`src/rtl/two_port_mem_be.sv`:
```
// two_port_mem_be: single-clock simple dual-port RAM with per-byte write enables,
// write-first forwarding, out-of-range detection, 1- or 2-cycle read latency and an
// optional post-reset clear sweep.
module two_port_mem_be #(
    parameter int unsigned           BIT_LENGTH     = 64,
    parameter int unsigned           DEPTH          = 16,
    parameter int unsigned           BYTE_W         = 8,
    parameter int unsigned           READ_LATENCY   = 1,
    parameter string                 MODE           = "block",
    parameter bit                    CLEAR_ON_RESET = 1'b1,
    parameter logic [BIT_LENGTH-1:0] INIT_VALUE     = '0,
    localparam int unsigned          NB             = BIT_LENGTH / BYTE_W,
    localparam int unsigned          AW             = $clog2(DEPTH)
) (
    input  logic                  clk,
    input  logic                  rst_n,
    input  logic                  wea,
    input  logic [AW-1:0]         addra,
    input  logic [BIT_LENGTH-1:0] dina,
    input  logic [NB-1:0]         bea,
    input  logic                  enb,
    input  logic [AW-1:0]         addrb,
    output logic [BIT_LENGTH-1:0] doutb,
    output logic                  validb,
    output logic                  init_busy,
    output logic                  err_addr
);

    // Reject illegal configurations at elaboration time.
    if (BIT_LENGTH % BYTE_W != 0) begin : g_bad_width
        $error("BIT_LENGTH must be a multiple of BYTE_W");
    end
    if (READ_LATENCY != 1 && READ_LATENCY != 2) begin : g_bad_latency
        $error("READ_LATENCY must be 1 or 2");
    end
    if (MODE != "block" && MODE != "distribute" && MODE != "ultra") begin : g_bad_mode
        $error("MODE must be block, distribute or ultra");
    end

    localparam logic [AW:0]   DepthW   = (AW + 1)'(DEPTH);
    localparam logic [AW-1:0] LastAddr = AW'(DEPTH - 1);

    typedef enum logic [0:0] {StClear, StReady} state_e;

    (* ram_style = MODE *) logic [BIT_LENGTH-1:0] mem [DEPTH];

    state_e                state_q;
    logic [AW-1:0]         ptr_q;
    logic                  ready;
    logic                  wr_in, rd_in;
    logic                  wr_en, rd_req;
    logic [BIT_LENGTH-1:0] rd_word;
    logic [BIT_LENGTH-1:0] rd1_data_q;
    logic                  rd1_valid_q;
    logic                  err_q;

    assign ready     = (state_q == StReady);
    assign wr_in     = ({1'b0, addra} < DepthW);
    assign rd_in     = ({1'b0, addrb} < DepthW);
    assign wr_en     = ready && wea && wr_in;
    assign rd_req    = ready && enb;
    assign init_busy = (state_q == StClear);
    assign err_addr  = err_q;

    // Clear/ready sequencer: sweep pointer walks every entry once after reset.
    always_ff @(posedge clk) begin
        if (!rst_n) begin
            state_q <= CLEAR_ON_RESET ? StClear : StReady;
            ptr_q   <= '0;
        end else if (state_q == StClear) begin
            ptr_q <= ptr_q + 1'b1;
            if (ptr_q == LastAddr) begin
                state_q <= StReady;
            end
        end
    end

    // Storage: sweep writes take priority; normal writes update enabled lanes only.
    always_ff @(posedge clk) begin
        if (rst_n) begin
            if (state_q == StClear) begin
                mem[ptr_q] <= INIT_VALUE;
            end else if (wr_en) begin
                for (int i = 0; i < NB; i++) begin
                    if (bea[i]) begin
                        mem[addra][i*BYTE_W +: BYTE_W] <= dina[i*BYTE_W +: BYTE_W];
                    end
                end
            end
        end
    end

    // Read word with write-first forwarding; out-of-range reads return zero.
    always_comb begin
        rd_word = '0;
        if (rd_in) begin
            rd_word = mem[addrb];
            if (wr_en && (addra == addrb)) begin
                for (int i = 0; i < NB; i++) begin
                    if (bea[i]) begin
                        rd_word[i*BYTE_W +: BYTE_W] = dina[i*BYTE_W +: BYTE_W];
                    end
                end
            end
        end
    end

    // First read stage plus sticky address-error flag; data holds when idle.
    always_ff @(posedge clk) begin
        if (!rst_n) begin
            rd1_valid_q <= 1'b0;
            rd1_data_q  <= '0;
            err_q       <= 1'b0;
        end else begin
            rd1_valid_q <= rd_req;
            if (rd_req) begin
                rd1_data_q <= rd_word;
            end
            if (ready && ((wea && !wr_in) || (enb && !rd_in))) begin
                err_q <= 1'b1;
            end
        end
    end

    if (READ_LATENCY == 2) begin : g_lat2
        logic [BIT_LENGTH-1:0] rd2_data_q;
        logic                  rd2_valid_q;

        // Extra output register carrying both data and valid.
        always_ff @(posedge clk) begin
            if (!rst_n) begin
                rd2_valid_q <= 1'b0;
                rd2_data_q  <= '0;
            end else begin
                rd2_valid_q <= rd1_valid_q;
                if (rd1_valid_q) begin
                    rd2_data_q <= rd1_data_q;
                end
            end
        end

        assign doutb  = rd2_data_q;
        assign validb = rd2_valid_q;
    end else begin : g_lat1
        assign doutb  = rd1_data_q;
        assign validb = rd1_valid_q;
    end

endmodule
```
`config.mk`:
```
export PLATFORM = sky130hd
export DESIGN_NAME = two_port_mem_be
export DESIGN_NICKNAME = d
export VERILOG_FILES = /design/src/rtl/two_port_mem_be.sv
export SDC_FILE = /design/constraint.sdc
export NUM_CORES = 1
export LEC_CHECK = 0
export ABC_AREA = 1
export CAP_MARGIN = 20
export CORE_ASPECT_RATIO = 0.6
export CORE_MARGIN = 4
export CORE_UTILIZATION = 30
export CTS_BUF_LIST = sky130_fd_sc_hd__clkbuf_2
export DETAILED_ROUTE_END_ITERATION = 10
export PLACE_DENSITY = 0.47
export RECOVER_POWER = 25
export SLEW_MARGIN = 20
export SYNTH_ARGS = -nofsm -noshare
export SYNTH_HDL_FRONTEND = slang
export SYNTH_SLANG_ARGS = --single-unit
```
`constraint.sdc`:
```
create_clock -name clk -period 5.8 [get_ports clk]
set_input_delay 1.16 -clock clk [delete_from_list [all_inputs] [get_ports clk]]
set_output_delay 1.16 -clock clk [all_outputs]
set_load 0.02 [all_outputs]
```
==> results of run 1 <==
-- power groups by stage --
| stage | logic, W | clock network, W | registers (W) |
|---|---|---|---|
| CTS | 0.00102 | 0.00541 | 0.00861 |
| global route | 0.00110 | 0.00583 | 0.00862 |
| finish | 0.00102 | 0.00522 | 0.00861 |
| detailed placement | 0.00101 | 0 | 0.00879 |
| global placement | 0.00101 | 0 | 0.00879 |
| floorplan | 0.000578 | 0 | 0.00878 |
-- metal layers --
metal | share of wire [%] | vias to the layer above | GRT usage (%)
li1 | - | 16204 | -
met1 | 48 | 16459 | 26.9
met2 | 43 | 1177 | 26.5
met3 | 7.4 | 219 | 4.39
met4 | 2.0 | 0 | 5.12
met5 | 0 | - | 0
-- state kept, by name, indices dropped and copies added (netlist names) --
register,flops
ready,1
validb,1
mem,1024
doutb,64
ptr_q,4
-- path summary, 6_finish.rpt --
| path | slack, ps | startpoint | endpoint |
|---|---|---|---|
| min | 280 | dina[50] | doutb[50]$_SDFFE_PN0P_ |
| max reg2reg | 1960 | ready$_SDFF_PN0_ | mem[1][11]$_DFFE_PP_ |
| min reg2reg | 470 | doutb[21]$_SDFFE_PN0P_ | doutb[21]$_SDFFE_PN0P_ |
| max | 1770 | ready$_SDFF_PN0_ | init_busy |
-- worst max-delay path, delay by kind of cell, from the launching register on --
kind     cells  cell delay (ps)
buf+inv      2              780
flops        1              540
-- logic make-up after synthesis --
kind of cell,after synthesis,synth area share [%]
other cells,1,0.00794
buf+inv,852,7.00
compound gates,154,1.69
simple gates,2637,23.2
fa+ha+maj,1,0.0265
flops,1094,68.0
-- layout make-up --
| type | count | area (sq um) |
|---|---|---|
| antenna | 8 | 20.0 |
| clock buffer | 416 | 2080 |
| clock inverter | 65 | 308 |
| fill | 15990 | 102000 |
| inverter | 593 | 2260 |
| multi-input combinational | 2793 | 11800 |
| sequential | 1094 | 32200 |
| tap | 2109 | 2640 |
| timing repair buffer | 268 | 2380 |
-- stage by stage --
stage | cells | util [%] | total power, W | hold slack [ps] | worst slack, ps
finish | 7346 | 34.4 | 0.0148 | 275 | 1770
detailed placement | 6853 | 32.9 | 0.00980 | 455 | 988
global route | 7345 | 34.4 | 0.0155 | 139 | 1560
CTS | 7337 | 34.4 | 0.0150 | 4.69 | 1460
global placement | 6853 | 32.9 | 0.00980 | 455 | 935
floorplan | 4739 | - | 0.00936 | 482 | 2760
-- cell usage in the layout (no fill, tap or decap), types with 49 or more instances in the layout --
master              n
a21oi_1            71
buf_4              77
clkbuf_2          416
clkdlybuf4s50_1   144
clkinv_1           49
dfxtp_1            70
edfxtp_1         1024
inv_1             586
nand2_1          1444
nand3_1           705
nor2_1            454
o21ai_0            67
==> qor.txt, run 1 <==
Comb power frac - 6.8%
Post-synth ARST share - 0%
largest net degree at the start of global routing - 168
critical-path cell with the highest stage delay - clkdlybuf4s50_1
Leak - 22.3 nW
Post-DP HPWL - 94.8 mm
failing checks - capacitance limit, slew limit
largest area contributor in the netlist - edfxtp_1
Worst-Skew Late Latency - 1700 ps
fin crit share - 69.4%
commonest register cell after synthesis - edfxtp_1
P per Cell Area - 277 mW/mm^2
WL/cell - 20.8 microns
Tightest Pin Transition - 3880 ps
maxcap violations - 1
cell area after layout - 0.0536 sq mm
largest cells by area after synthesis - edfxtp_1, nand2_1, nand3_1, inv_1, nor2_1
Layout Nets - 5126
Final setup viols - 0
CP required - 4640 ps
PostCTS Resize Cnt - 0
Initial DRC Count - 3331
Hold/Removal Path Class - input port to register
outcome - finished with violations
Commonest cells post-synth - nand2_1, edfxtp_1, nand3_1, inv_1, nor2_1
Fin. Hold Viols - 0
Post-DP Area - 0.0513 sq mm
Reg2Reg Depth - 7
area grow syn2layout - 13.5%
Reg power frac - 58.0%
Rel. slew slack - -158%
most frequent cell after synthesis - nand2_1
WS Path Type - register to output pin
register bit total from synthesis - 1094
Post-Syn Area - 0.0472 sq mm
Final Max Slew Viols - 69
Max Root-Sink Buffers - 4
Max Fclk - 248 MHz
clock skew - 160 ps
num rows - 112
Synth Net Count - 4824
initial antenna violation count - 6
first-pass GRT wire length - 220 mm
worst-path fanout max - 7
CTS H-tree depth - 5
switching portion of total power - 27.0%
Switch Pwr - 0.00400 W
CP arrival - 2870 ps
Post-synth EDFFs - 1024
Initial Util - 30.3%
setup bufs post-CTS - 0
post-synthesis cell type count - 26
CTS tree - built
Post-Synthesis Cells - 4739
Final Critical Period - 4030 ps
vias per cell - 4.64
startpoint types - register
Synth top area share - 65.1%
Setup TNS Final - 0 ps
die area - 0.164 sq mm
Clock Power Share - 35.2%
Hold Path Depth - 5
RSZ-0062 raised after global routing - false
port buffer count - 149
I/O Pins - 151
CP Capture Type - output pin
yosys synthesis warning count - 0
GRT Overall Usage - 18.2%
Clk pin slew, worst setup/hold paths - 110 ps
RePlAce Congestion - 0.822
Remaining DRCs - 0
root buf cell - clkbuf_2
antenna viol nets, final - 0
Crit path largest cell delay - 590 ps
internal power - 0.0108 W
critical path cell sequence - inv_1, clkdlybuf4s50_1
drt pass-1 iters - 5
vias in the first global route - 32.6k
die width - 520 microns
core area - 0.156 sq mm
die height - 315 microns
via count - 34.1k
maximum vdd drop - 184 uV
fraction of layout cells with a size suffix above 1 - 10.8%
total wire length - 153 mm
Clock Sinks - 1094
CTS hold repair buffers - 3
grt ovf - 0
Avg Inst Size Synth - 9.97 sq um
Num CTS Buffers - 291
share of the yosys chip area belonging to registers - 68.0%
Note: power is estimated with default switching activity, not from simulation.
==> run 2, diff against run 1 <==
==> constraint.sdc (replaced) <==
create_clock -name clk -period 4.1 [get_ports clk]
set_input_delay 0.82 -clock clk [delete_from_list [all_inputs] [get_ports clk]]
set_output_delay 0.82 -clock clk [all_outputs]
set_load 0.02 [all_outputs]
==> run 2 against run 1 <==
Against the previous run:
- the flow still finishes with violations (capacitance limit, slew limit)
- die area did not move
- via count rose by 2.5%
- final cell count rose by 1.2%
- sequential power rose by 42%
- sequential share of layout area fell by 1.4 points
- clock skew fell by 11 ps
- first-iteration DRC count rose by 8.8%
- flip-flop and latch count did not move
- critical path depth rose by 9
- setup slack got worse by 1400 ps
- register-to-register slack got worse by 1200 ps
- largest power group unchanged
- highest routed layer unchanged
==> qor.txt, run 2 (synthesis gave the netlist of run 1 again) <==
outcome - finished with violations (unchanged)
failing checks - capacitance limit, slew limit (unchanged)
setup slack, reg-to-reg - 760 ps (was 1960 ps)
setup slack at placement - 35.9 ps (was 988 ps)
fin crit share - 91.8%
Post-DP HPWL - 103 mm (was 94.8 mm)
Layout Nets - 5239 (was 5126)
CP Capture Type - register (was output pin)
worst-path fanout max - 19 (was 7)
maximum vdd drop - 215 uV (was 184 uV)
Max Root-Sink Buffers - 4 (unchanged)
vias in the first global route - 33.5k (was 32.6k)
Max Fclk - 266 MHz
Tightest Pin Transition - 1850 ps (was 3880 ps)
GRT Overall Usage - 19.2% (was 18.2%)
most common cell after layout, fill and taps aside - nand2_1 (unchanged)
Final Critical Period - 3760 ps
Final Max Slew Viols - 69 (unchanged)
WS Path Type - input port to register (was register to output pin)
Hold/Removal Path Class - input port to register (unchanged)
Top delay family on crit path - simple AND/OR/NAND/NOR gates (was buffers and inverters)
most frequent cells in the layout - nand2_1, edfxtp_1, nand3_1, inv_1, nor2_1 (unchanged)
fraction of layout cells with a size suffix above 1 - 11.1% (was 10.8%)
maxcap violations - 1 (unchanged)
cell area after layout - 0.0549 sq mm (was 0.0536 sq mm)
Worst-Skew Late Latency - 1630 ps (was 1700 ps)
critical-path cell with the highest stage delay - nor2_1 (was clkdlybuf4s50_1)
root buf cell - clkbuf_2 (unchanged)
Fin. Hold Viols - 0 (unchanged)
Remaining DRCs - 0 (unchanged)
CTS tree - built (unchanged)
total wire length - 160 mm (was 153 mm)
Clk pin slew, worst setup/hold paths - 130 ps (was 110 ps)
die height - 315 microns (unchanged)
reg2reg end - mem[8][59]$_DFFE_PP_ (was mem[1][11]$_DFFE_PP_)
Initial DRC Count - 3624 (was 3331)
die area - 0.164 sq mm (unchanged)
max reg flops - 1024 (unchanged)
antenna viol nets, final - 0 (unchanged)
Final setup viols - 0 (unchanged)
Leak - 22.8 nW (was 22.3 nW)
CP arrival - 4920 ps (was 2870 ps)
Biggest register - mem (unchanged)
core area - 0.156 sq mm (unchanged)
num rows - 112 (unchanged)
startpoint types - input port (was register)
crit path to - mem[8][59]$_DFFE_PP_ (was init_busy)
vias per cell - 4.70 (was 4.64)
clock skew - 149 ps (was 160 ps)
Reg2Reg Launch Point - ready$_SDFF_PN0_ (unchanged)
critical path cell sequence - dlygate4sd3_1, dlygate4sd3_1, clkbuf_1, nand2_1, a21oi_1, nor2_1, nand2_1, o21ai_1, nor2_4, nand2_2, nor2_1 (was inv_1, clkdlybuf4s50_1)
Reg2Reg Depth - 8 (was 7)
crit path launch - rst_n (was ready$_SDFF_PN0_)
port buffer count - 149 (unchanged)
Setup TNS Final - 0 ps (unchanged)
first-pass GRT wire length - 231 mm (was 220 mm)
Final WS setup - 337 ps (was 1770 ps)
drt pass-1 iters - 6 (was 5)
RSZ-0062 raised after global routing - false (unchanged)
CP required - 5250 ps (was 4640 ps)
Crit path depth - 11 (was 2)
Initial Util - 30.3% (unchanged)
RePlAce Congestion - 0.858 (was 0.822)
die width - 520 microns (unchanged)
Rel. slew slack - -23.7% (was -158%)
grt ovf - 0 (unchanged)
initial antenna violation count - 8 (was 6)
Post-DP Area - 0.0517 sq mm (was 0.0513 sq mm)
area grow syn2layout - 16.2% (was 13.5%)
via count - 34.9k (was 34.1k)
Crit path largest cell delay - 730 ps (was 590 ps)
Num CTS Buffers - 282 (was 291)
I/O Pins - 151 (unchanged)
largest net degree at the start of global routing - 138 (was 168)
worst path bufs/invs - 3 (was 2)
P per Cell Area - 387 mW/mm^2 (was 277 mW/mm^2)
CTS H-tree depth - 5 (unchanged)
Power, Total - 0.0212 W (was 0.0148 W)
Clock Sinks - 1094 (unchanged)
WL/cell - 21.6 microns (was 20.8 microns)
-- run 2: changes by cell type in the layout (fill, tap and decap cells not counted), sizes merged --
cell / change
diode: -1
dlygate4sd3: +90
clkbuf: -26
buf: +27
clkinv: -9
bufinv: +5
-- run 2: worst register-to-register path: stages, from the launching register on --
cell and delay, ps:
dfxtp_2 510, nand2_2 140, a21oi_1 170, nor2_1 70
nand2_1 420, o21ai_1 270, nor2_4 230, nand2_2 400
nor2_1 730
-- run 2: worst min path at each step --
stage | slack [ps] | start | end | cells after the start
6_report | 210 | dina[41] | doutb[41]$_SDFFE_PN0P_ | 5
5_1_grt | 90 | dina[41] | doutb[41]$_SDFFE_PN0P_ | 5
4_1_cts | 10 | addrb[0] | doutb[50]$_SDFFE_PN0P_ | 9
3_5_place_dp | 460 | doutb[48]$_SDFFE_PN0P_ | doutb[48]$_SDFFE_PN0P_ | 2
3_3_place_gp | 450 | doutb[58]$_SDFFE_PN0P_ | doutb[58]$_SDFFE_PN0P_ | 2
2_1_floorplan | 480 | ptr_q[3]$_SDFFE_PN0N_ | ready$_SDFF_PN0_ | 2
-- run 2: cell type report --
class                      count  area, sq um
clock buffer                 385         1930
inverter                     593         2260
tap                         2109         2640
timing repair buffer         390         3710
antenna                        7         17.5
multi-input combinational   2793        11800
sequential                  1094        32200
clock inverter                61          419
fill                       16081       101000
-- run 2: power breakdown --
| part | internal [W] | leakage (nW) | switching (W) |
|---|---|---|---|
| sequential | 0.0121 | 10.8 | 0.0000298 |
| clock | 0.00293 | 1.81 | 0.00459 |
| combinational | 0.000435 | 10.2 | 0.00109 |
-- run 2: layer usage --
metal,share of wire [%],up-vias,GRT usage [%]
met5,0,-,0
met4,2.0,0,5.39
met3,8.8,222,5.20
met2,42,1394,27.1
met1,47,16845,28.6
li1,-,16437,-
-- run 2: metrics by stage --
stage | util [%] | cells | hold WS [ps]
2_1_floorplan | - | 4739 | 482
3_3_place_gp | 33.2 | 6886 | 454
3_5_place_dp | 33.2 | 6886 | 459
4_1_cts | 35.3 | 7425 | 10.9
5_1_grt | 35.2 | 7431 | 85.8
6_report | 35.2 | 7432 | 212
-- run 2: what timing repair did --
action / 4_1_cts / 5_1_grt
gates resized for setup: 1 / 0
buffers inserted: 0 / 0
hold endpoints to repair: 225 / 0
hold buffers: 93 / 0
setup endpoints to repair: 1 / 0
